[config.mk]
export PLATFORM = sky130hd
export DESIGN_NAME = mouse_position_tracker_flat
export DESIGN_NICKNAME = d
export VERILOG_FILES = /design/src/rtl/mouse_position_tracker_if.sv /design/src/rtl/mouse_position_tracker.sv /design/src/flat_wrapper.sv
export SDC_FILE = /design/constraint.sdc
export NUM_CORES = 1
export LEC_CHECK = 0
export CAP_MARGIN = 20
export CORE_MARGIN = 10
export CORE_UTILIZATION = 59
export DETAILED_ROUTE_END_ITERATION = 12
export GPL_TIMING_DRIVEN = 0
export PLACE_DENSITY = 0.84
export REMOVE_ABC_BUFFERS = 1
export SYNTH_ARGS = -nofsm -noshare
export SYNTH_HDL_FRONTEND = slang
export SYNTH_SLANG_ARGS = --single-unit
[constraint.sdc]
create_clock -name CLK -period 6.51 [get_ports CLK]
set_input_delay 1.953 -clock CLK [delete_from_list [all_inputs] [get_ports CLK]]
set_output_delay 1.953 -clock CLK [all_outputs]
set_load 0.005 [all_outputs]
[src/rtl/mouse_position_tracker_if.sv]
// Packet-in / position-out bundle between the PS/2 transceiver, the tracker and its consumers.
// The packet side is driven by the transceiver; the position side is read by display/control logic.
interface mouse_position_tracker_if;
    logic [7:0] MOUSE_STATUS;
    logic [7:0] MOUSE_DX;
    logic [7:0] MOUSE_DY;
    logic       SEND_INTERRUPT;
    logic [7:0] MOUSE_X;
    logic [7:0] MOUSE_Y;
    logic [2:0] BUTTONS;
    logic       L_CLICK;
    logic       POS_VALID;
    logic       PKT_DROPPED;

    modport master (
        output MOUSE_STATUS, MOUSE_DX, MOUSE_DY, SEND_INTERRUPT,
        input  MOUSE_X, MOUSE_Y, BUTTONS, L_CLICK, POS_VALID, PKT_DROPPED
    );

    modport slave (
        input  MOUSE_STATUS, MOUSE_DX, MOUSE_DY, SEND_INTERRUPT,
        output MOUSE_X, MOUSE_Y, BUTTONS, L_CLICK, POS_VALID, PKT_DROPPED
    );
endinterface

[src/rtl/mouse_position_tracker.sv]
// Integrates PS/2 mouse deltas into a clamped absolute cursor position with button/click reporting.
// One packet is processed at a time; a single-entry buffer holds a packet arriving mid-processing.
module mouse_position_tracker #(
    parameter int X_MAX    = 159,
    parameter int Y_MAX    = 119,
    parameter int X_INIT   = 80,
    parameter int Y_INIT   = 60,
    parameter int Y_INVERT = 1
) (
    input logic                    CLK,
    input logic                    RESET,
    mouse_position_tracker_if.slave bus
);

    typedef enum logic [2:0] {IDLE, CHECK, ADD, CLAMP, DONE} state_t;

    localparam logic signed [9:0] X_MAX_S = 10'(X_MAX);
    localparam logic signed [9:0] Y_MAX_S = 10'(Y_MAX);

    state_t state_reg, state_next;

    logic [7:0] cap_status_reg, cap_dx_reg, cap_dy_reg;
    logic       pending_reg;
    logic [7:0] work_status_reg, work_dx_reg, work_dy_reg;

    logic signed [9:0] sum_x_reg, sum_y_reg;
    logic signed [9:0] sum_x_next, sum_y_next;
    logic [7:0]        clamp_x_next, clamp_y_next;

    logic [7:0] x_reg, y_reg;
    logic [2:0] buttons_reg;
    logic       pos_valid_reg, l_click_reg;

    logic bad_pkt, overwrite;
    logic signed [9:0] dx_ext, dy_ext;

    function automatic logic [7:0] clamp(input logic signed [9:0] v, input logic signed [9:0] maxv);
        if (v < 10'sd0)
            return 8'd0;
        else if (v > maxv)
            return maxv[7:0];
        else
            return v[7:0];
    endfunction

    assign bad_pkt   = ~work_status_reg[3] | work_status_reg[6] | work_status_reg[7];
    // A second interrupt while a packet is already held always discards the held one.
    assign overwrite = bus.SEND_INTERRUPT & pending_reg;

    assign dx_ext = {work_status_reg[4], work_status_reg[4], work_dx_reg};
    assign dy_ext = {work_status_reg[5], work_status_reg[5], work_dy_reg};

    always_comb begin
        state_next   = state_reg;
        sum_x_next   = $signed({2'b00, x_reg}) + dx_ext;
        sum_y_next   = (Y_INVERT != 0) ? $signed({2'b00, y_reg}) - dy_ext
                                       : $signed({2'b00, y_reg}) + dy_ext;
        clamp_x_next = clamp(sum_x_reg, X_MAX_S);
        clamp_y_next = clamp(sum_y_reg, Y_MAX_S);
        case (state_reg)
            IDLE:    if (bus.SEND_INTERRUPT || pending_reg) state_next = CHECK;
            CHECK:   state_next = bad_pkt ? IDLE : ADD;
            ADD:     state_next = CLAMP;
            CLAMP:   state_next = DONE;
            DONE:    state_next = IDLE;
            default: state_next = IDLE;
        endcase
    end

    always_ff @(posedge CLK) begin
        if (RESET) begin
            state_reg       <= IDLE;
            cap_status_reg  <= '0;
            cap_dx_reg      <= '0;
            cap_dy_reg      <= '0;
            pending_reg     <= 1'b0;
            work_status_reg <= '0;
            work_dx_reg     <= '0;
            work_dy_reg     <= '0;
            sum_x_reg       <= '0;
            sum_y_reg       <= '0;
            x_reg           <= 8'(X_INIT);
            y_reg           <= 8'(Y_INIT);
            buttons_reg     <= '0;
            pos_valid_reg   <= 1'b0;
            l_click_reg     <= 1'b0;
        end else begin
            state_reg <= state_next;
            if (bus.SEND_INTERRUPT) begin
                cap_status_reg <= bus.MOUSE_STATUS;
                cap_dx_reg     <= bus.MOUSE_DX;
                cap_dy_reg     <= bus.MOUSE_DY;
            end
            // In IDLE a same-cycle interrupt wins over the held packet.
            if (state_reg == IDLE) begin
                if (bus.SEND_INTERRUPT) begin
                    work_status_reg <= bus.MOUSE_STATUS;
                    work_dx_reg     <= bus.MOUSE_DX;
                    work_dy_reg     <= bus.MOUSE_DY;
                    pending_reg     <= 1'b0;
                end else if (pending_reg) begin
                    work_status_reg <= cap_status_reg;
                    work_dx_reg     <= cap_dx_reg;
                    work_dy_reg     <= cap_dy_reg;
                    pending_reg     <= 1'b0;
                end
            end else if (bus.SEND_INTERRUPT) begin
                pending_reg <= 1'b1;
            end
            if (state_reg == ADD) begin
                sum_x_reg <= sum_x_next;
                sum_y_reg <= sum_y_next;
            end
            pos_valid_reg <= (state_reg == CLAMP);
            l_click_reg   <= (state_reg == CLAMP) & work_status_reg[0] & ~buttons_reg[0];
            if (state_reg == CLAMP) begin
                x_reg       <= clamp_x_next;
                y_reg       <= clamp_y_next;
                buttons_reg <= work_status_reg[2:0];
            end
        end
    end

    assign bus.MOUSE_X     = x_reg;
    assign bus.MOUSE_Y     = y_reg;
    assign bus.BUTTONS     = buttons_reg;
    assign bus.POS_VALID   = pos_valid_reg;
    assign bus.L_CLICK     = l_click_reg;
    assign bus.PKT_DROPPED = ~RESET & (((state_reg == CHECK) & bad_pkt) | overwrite);

endmodule
[src/flat_wrapper.sv]
// flat-port wrapper written by rule: the top's interface ports become plain ports
module mouse_position_tracker_flat 
#(
    parameter int X_MAX    = 159,
    parameter int Y_MAX    = 119,
    parameter int X_INIT   = 80,
    parameter int Y_INIT   = 60,
    parameter int Y_INVERT = 1
)
  (CLK, RESET, bus_MOUSE_STATUS, bus_MOUSE_DX, bus_MOUSE_DY, bus_SEND_INTERRUPT, bus_MOUSE_X, bus_MOUSE_Y, bus_BUTTONS, bus_L_CLICK, bus_POS_VALID, bus_PKT_DROPPED);
  mouse_position_tracker_if bus_i ();
  input logic CLK;
  input logic RESET;
  input wire logic [$bits(bus_i.MOUSE_STATUS)-1:0] bus_MOUSE_STATUS;
  input wire logic [$bits(bus_i.MOUSE_DX)-1:0] bus_MOUSE_DX;
  input wire logic [$bits(bus_i.MOUSE_DY)-1:0] bus_MOUSE_DY;
  input wire logic [$bits(bus_i.SEND_INTERRUPT)-1:0] bus_SEND_INTERRUPT;
  output wire logic [$bits(bus_i.MOUSE_X)-1:0] bus_MOUSE_X;
  output wire logic [$bits(bus_i.MOUSE_Y)-1:0] bus_MOUSE_Y;
  output wire logic [$bits(bus_i.BUTTONS)-1:0] bus_BUTTONS;
  output wire logic [$bits(bus_i.L_CLICK)-1:0] bus_L_CLICK;
  output wire logic [$bits(bus_i.POS_VALID)-1:0] bus_POS_VALID;
  output wire logic [$bits(bus_i.PKT_DROPPED)-1:0] bus_PKT_DROPPED;
  assign bus_i.MOUSE_STATUS = bus_MOUSE_STATUS;
  assign bus_i.MOUSE_DX = bus_MOUSE_DX;
  assign bus_i.MOUSE_DY = bus_MOUSE_DY;
  assign bus_i.SEND_INTERRUPT = bus_SEND_INTERRUPT;
  assign bus_MOUSE_X = bus_i.MOUSE_X;
  assign bus_MOUSE_Y = bus_i.MOUSE_Y;
  assign bus_BUTTONS = bus_i.BUTTONS;
  assign bus_L_CLICK = bus_i.L_CLICK;
  assign bus_POS_VALID = bus_i.POS_VALID;
  assign bus_PKT_DROPPED = bus_i.PKT_DROPPED;
  mouse_position_tracker #(.X_MAX(X_MAX), .Y_MAX(Y_MAX), .X_INIT(X_INIT), .Y_INIT(Y_INIT), .Y_INVERT(Y_INVERT)) u_core (.CLK(CLK), .RESET(RESET), .bus(bus_i));
endmodule
After elaboration in Yosys (flattened, before gate mapping):

Index checks and enable logic that the tools add are counted.

* add/sub/neg operators: 2
* reductions and logical operators: 5
* bitwise gates (word level): 11
* magnitude comparators: 4
* mux-type cells: 13
* equality and inequality tests: 4

Operator list (count)
* $mux 8: 10
* $lt 10x1->1 const B: 2
* $pmux 3 s4: 1
* $add 9x9->10: 1
* $gt 10x8->1 const B: 1
* $gt 10x9->1 const B: 1
* $sub 9x9->10: 1
* $eq 3x2->1 const B: 2
* $and 1x1->1: 5
* $eq 3x1->1 const B: 1
* $logic_not 3->1: 1
* $mux 3: 1
* $not 1->1: 3
* $or 1x1->1: 3
* $mux 2: 1
* $ne 2x1->1 const B: 1
* $reduce_and 2->1: 1
* $reduce_bool 2->1: 1
* $reduce_or 2->1: 1
* $logic_or 1x1->1: 1

* bits of input ports: 27
* word-level logic and storage cells: 54
* register bits after elaboration: 93
* output and inout port bits: 22

Logic depth before layout (Yosys ltp):

* depth after elaboration: 6
* gate-level depth with buffers: 8

Worst setup path before layout:

No wires, ideal clock.

* path kind: input-to-output
* start: in RESET
* end: out bus_PKT_DROPPED
* arrival: 2.831 ns
* path slack: 1.726 ns
* data required time: 4.557 ns
* stages: 4
* path through: clkbuf_1 > clkbuf_1 > clkbuf_1 > nor2_1

* longest elaborated chain between the ends: 2

Ends and longest elaborated chain
* from (decl): RTL line flat_wrapper.sv:13 `input logic RESET;`
* $not 1->1: RTL line mouse_position_tracker.sv:129 `assign bus.PKT_DROPPED = ~RESET & (((state_reg == CHECK) & bad_pkt) | overwrite);`
* $and 1x1->1: RTL line mouse_position_tracker.sv:129
* to (decl): RTL line flat_wrapper.sv:23 `output wire logic [$bits(bus_i.PKT_DROPPED)-1:0] bus_PKT_DROPPED;`

No other way between the ends.

Worst setup path in the final report:

* start: in bus_SEND_INTERRUPT
* end: out bus_PKT_DROPPED

* longest elaborated chain between the ends: 3

Ends and longest elaborated chain
* from (decl): RTL line flat_wrapper.sv:17 `input wire logic [$bits(bus_i.SEND_INTERRUPT)-1:0] bus_SEND_INTERRUPT;`
* $and 1x1->1: RTL line mouse_position_tracker.sv:48 `assign overwrite = bus.SEND_INTERRUPT & pending_reg;`
* $or 1x1->1: RTL line mouse_position_tracker.sv:129
* $and 1x1->1: RTL line mouse_position_tracker.sv:129

No other way between the ends.

==> flow_summary.yaml <==
run_status:
  status: "complete, no violations"
setup_path:
  critPathKind: "input pin to output port"
  crit_path_max_fanout: 27
  crit_arrival_ns: 3.39
  crit_family: "buffers and inverters"
  critical_path.slowest_cell: "buf_2"
  worst_path_largest_cell_delay_ns: 0.61
  endpoint_kind: "output port"
  critical_path.cell_chain: "buf_2, a21oi_1, nor2_1, clkdlybuf4s50_1"
  crit_buf_inv: 2
  worst_ep_required_time_ns: 4.56
  crit_path_start_kind: "input pin"
clocking:
  clk-insertion-delay-late_ns: 0.36
  postCtsHoldBufs: 0
  tritoncts.num_buffers: 9
  cts-resized-gates: 0
  ctsLongestPathBuffers: 2
  clock_sink_count: 93
  clk_root_buffer_cell: "clkbuf_8"
  cts.htree.levels: 3
  cts_post_setup_buffers_inserted: 0
  tritoncts: "built"
  cts.clk_slew.worst_paths_ns: 0.08
power_and_ir_drop:
  static-leakage-power_nw: 1.823
  vdd_drop_max_mv: 0.1545
  design_power_total_mw: 1.220
  power_per_cell_area_nw_per_um2: 256.4
yosys:
  synth_sequential_area_ratio: 0.4617
  synth.distinct_cells: 43
  synthesis.area_sq_um: 4033
  synth_top_area_frac: 0.4617
  ys_async_sr_fraction: 0
  synthCells: 456
  synth_ff_type: "dfxtp_1"
  synth_seq_cells: 93
  post-synth-top-area-cell: "dfxtp_1"
  ys.warnings.count: 0
  synth-edff-count: 0
  ys_top_cells_by_area: "dfxtp_1, nor2_1, a211oi_1, mux2i_1, ha_1"
  avgSynthCellArea_sq_um: 8.843
floorplan:
  initial_core_util: 0.6002
  die_width_um: 102.7
  die_h_um: 102.7
  io-pin-count: 49
  dieArea_sq_um: 10540
  std_cell_rows: 30
  core_region_area_sq_um: 6719
detailed_routing:
  dr.first_iter.drc_count: 203
  post-route-drc-count: 0
  wl_per_cell_um: 15.64
  wl_um: 8976
  drt-pass1-iter-count: 5
  ant_nets: 0
  vias: 3418
  viasPerCell: 5.955
cells_and_area:
  final_instance_count_without_filler_cells: 574
  antenna_cells: 0
  syn2layout_area_growth_pct: 18.06
  fill_cells: 512
  drive_above_1_share: 0.03846
  finish.net_count: 534
place:
  place_hpwl_um: 5795
  numPlacedInstances: 557
  place.port_buffers: 48
  globalplace.congestion: 0.8638
grt:
  grt_overflow: 0
  maximum_number_of_pins_on_one_net_before_global_route_repair: 102
  grt.total_usage: 0.1781
  antenna_violations_before_repair: 0
  grt_pass1_wl_um: 15300
  first_global_vias: 3315
worst_hold_path:
  worst_hold_path_type: "flip-flop to flip-flop"
sta:
  setup_viol: 0
  aggregate_negative_setup_slack_ns: 0
  rsz0062_at_grt: "false"
  worst-slew-pin-transition_ns: 0.9713
  layout_min_cycle_time_ns: 5.345
  hold_viol: 0
  maxSlewViolCount: 0
  period_share: 0.8211
  slew-limit-headroom: 0.3525
  finClkSkew_ns: 0.008448
  fmax_mhz: 187.1
job:
  max_cap_violations: 0
==> report_power, final <==
part           leakage, nW  internal (mW)  switching, mW
Combinational        0.942         0.0655         0.0809
Sequential           0.760          0.596         0.0149
Clock                0.121          0.265          0.198
Total                 1.82          0.927          0.293
==> worst paths after layout <==
kind / start / endpoint / slack (ns) / cells after the start
min reg2reg: u_core.sum_x_reg[1] / u_core.sum_x_reg[1] / 0.46 / 2
max: bus_SEND_INTERRUPT / bus_PKT_DROPPED / 1.16 / 4
min: u_core.sum_x_reg[1] / u_core.sum_x_reg[1] / 0.46 / 2
max reg2reg: u_core.bus.MOUSE_Y[0] / u_core.sum_y_reg[6] / 4.29 / 8
==> per-stage QoR <==
stage            util  hold WS [ns]  worst slack, ns  cell area, sq um
2_1_floorplan       -        0.4262            2.448              3905
3_3_place_gp   0.6676        0.4363          -0.8862              4486
3_5_place_dp   0.6706        0.4494            1.137              4506
4_1_cts        0.7063        0.4619            1.128              4746
5_1_grt        0.7086        0.4740            1.040              4761
6_report       0.7086        0.4627            1.165              4761
==> cell usage in the layout (no fill, tap or decap), drive strengths merged, types with 5 or more instances in the layout <==
cell,instances
nand3,10
or3,8
mux2i,24
nor3,9
nand2,31
o21ai,18
inv,10
a21oi,29
a211oi,34
clkbuf,12
nor2,84
or4,7
nor4b,12
a31oi,5
ha,16
clkdlybuf4s50,46
dfxtp,93
==> cell usage after synthesis (3+ instances only) <==
master and instances:
a21oi_1 29, nor3_1 9, nand4_1 3, inv_1 10, a211oi_1 34, or4_1 7
nand3_1 10, nor4b_1 12, dfxtp_1 93, o31ai_1 4, or3_1 8, buf_2 9
a31oi_1 5, nor2b_1 3, ha_1 16, mux2i_1 24, nand2_1 31, nor2_1 84
clkbuf_1 15, o21ai_0 18
==> per-layer routing <==
metal	global-route usage	wire length, um	up-vias
met5	0	0	-
met4	0.09328	253	0
met3	0.04021	531	25
met2	0.2890	4214	100
met1	0.2156	3976	1602
li1	-	-	1691
==> tightest hold or removal path, cell delays in order (launching register included) <==
cell	delay [ns]
dfxtp_1	0.32
nand2_1	0.05
a21oi_1	0.05
==> cell families after synthesis <==
family	count (synthesis)	synth area share
AND/OR/NAND/NOR	177	0.2091
AO/OA/AOI/OAI	104	0.1648
flip-flops	93	0.4617
buffers and inverters	38	0.04096
multiplexers	24	0.05957
adder cells (fa/ha/maj)	18	0.05957
XOR/XNOR	2	0.004345
==> final cells by class <==
cell class	count	area, sq um	share of cell area
multi-input combinational	325	2006	0.4213
clock buffer	12	145.1	0.03049
sequential	93	1862	0.3911
clock inverter	4	95.09	0.01997
timing repair buffer	50	515.5	0.1083
inverter	10	37.54	0.007884
tap	80	100.1	0.02102
Note: power is estimated with default switching activity, not from simulation.
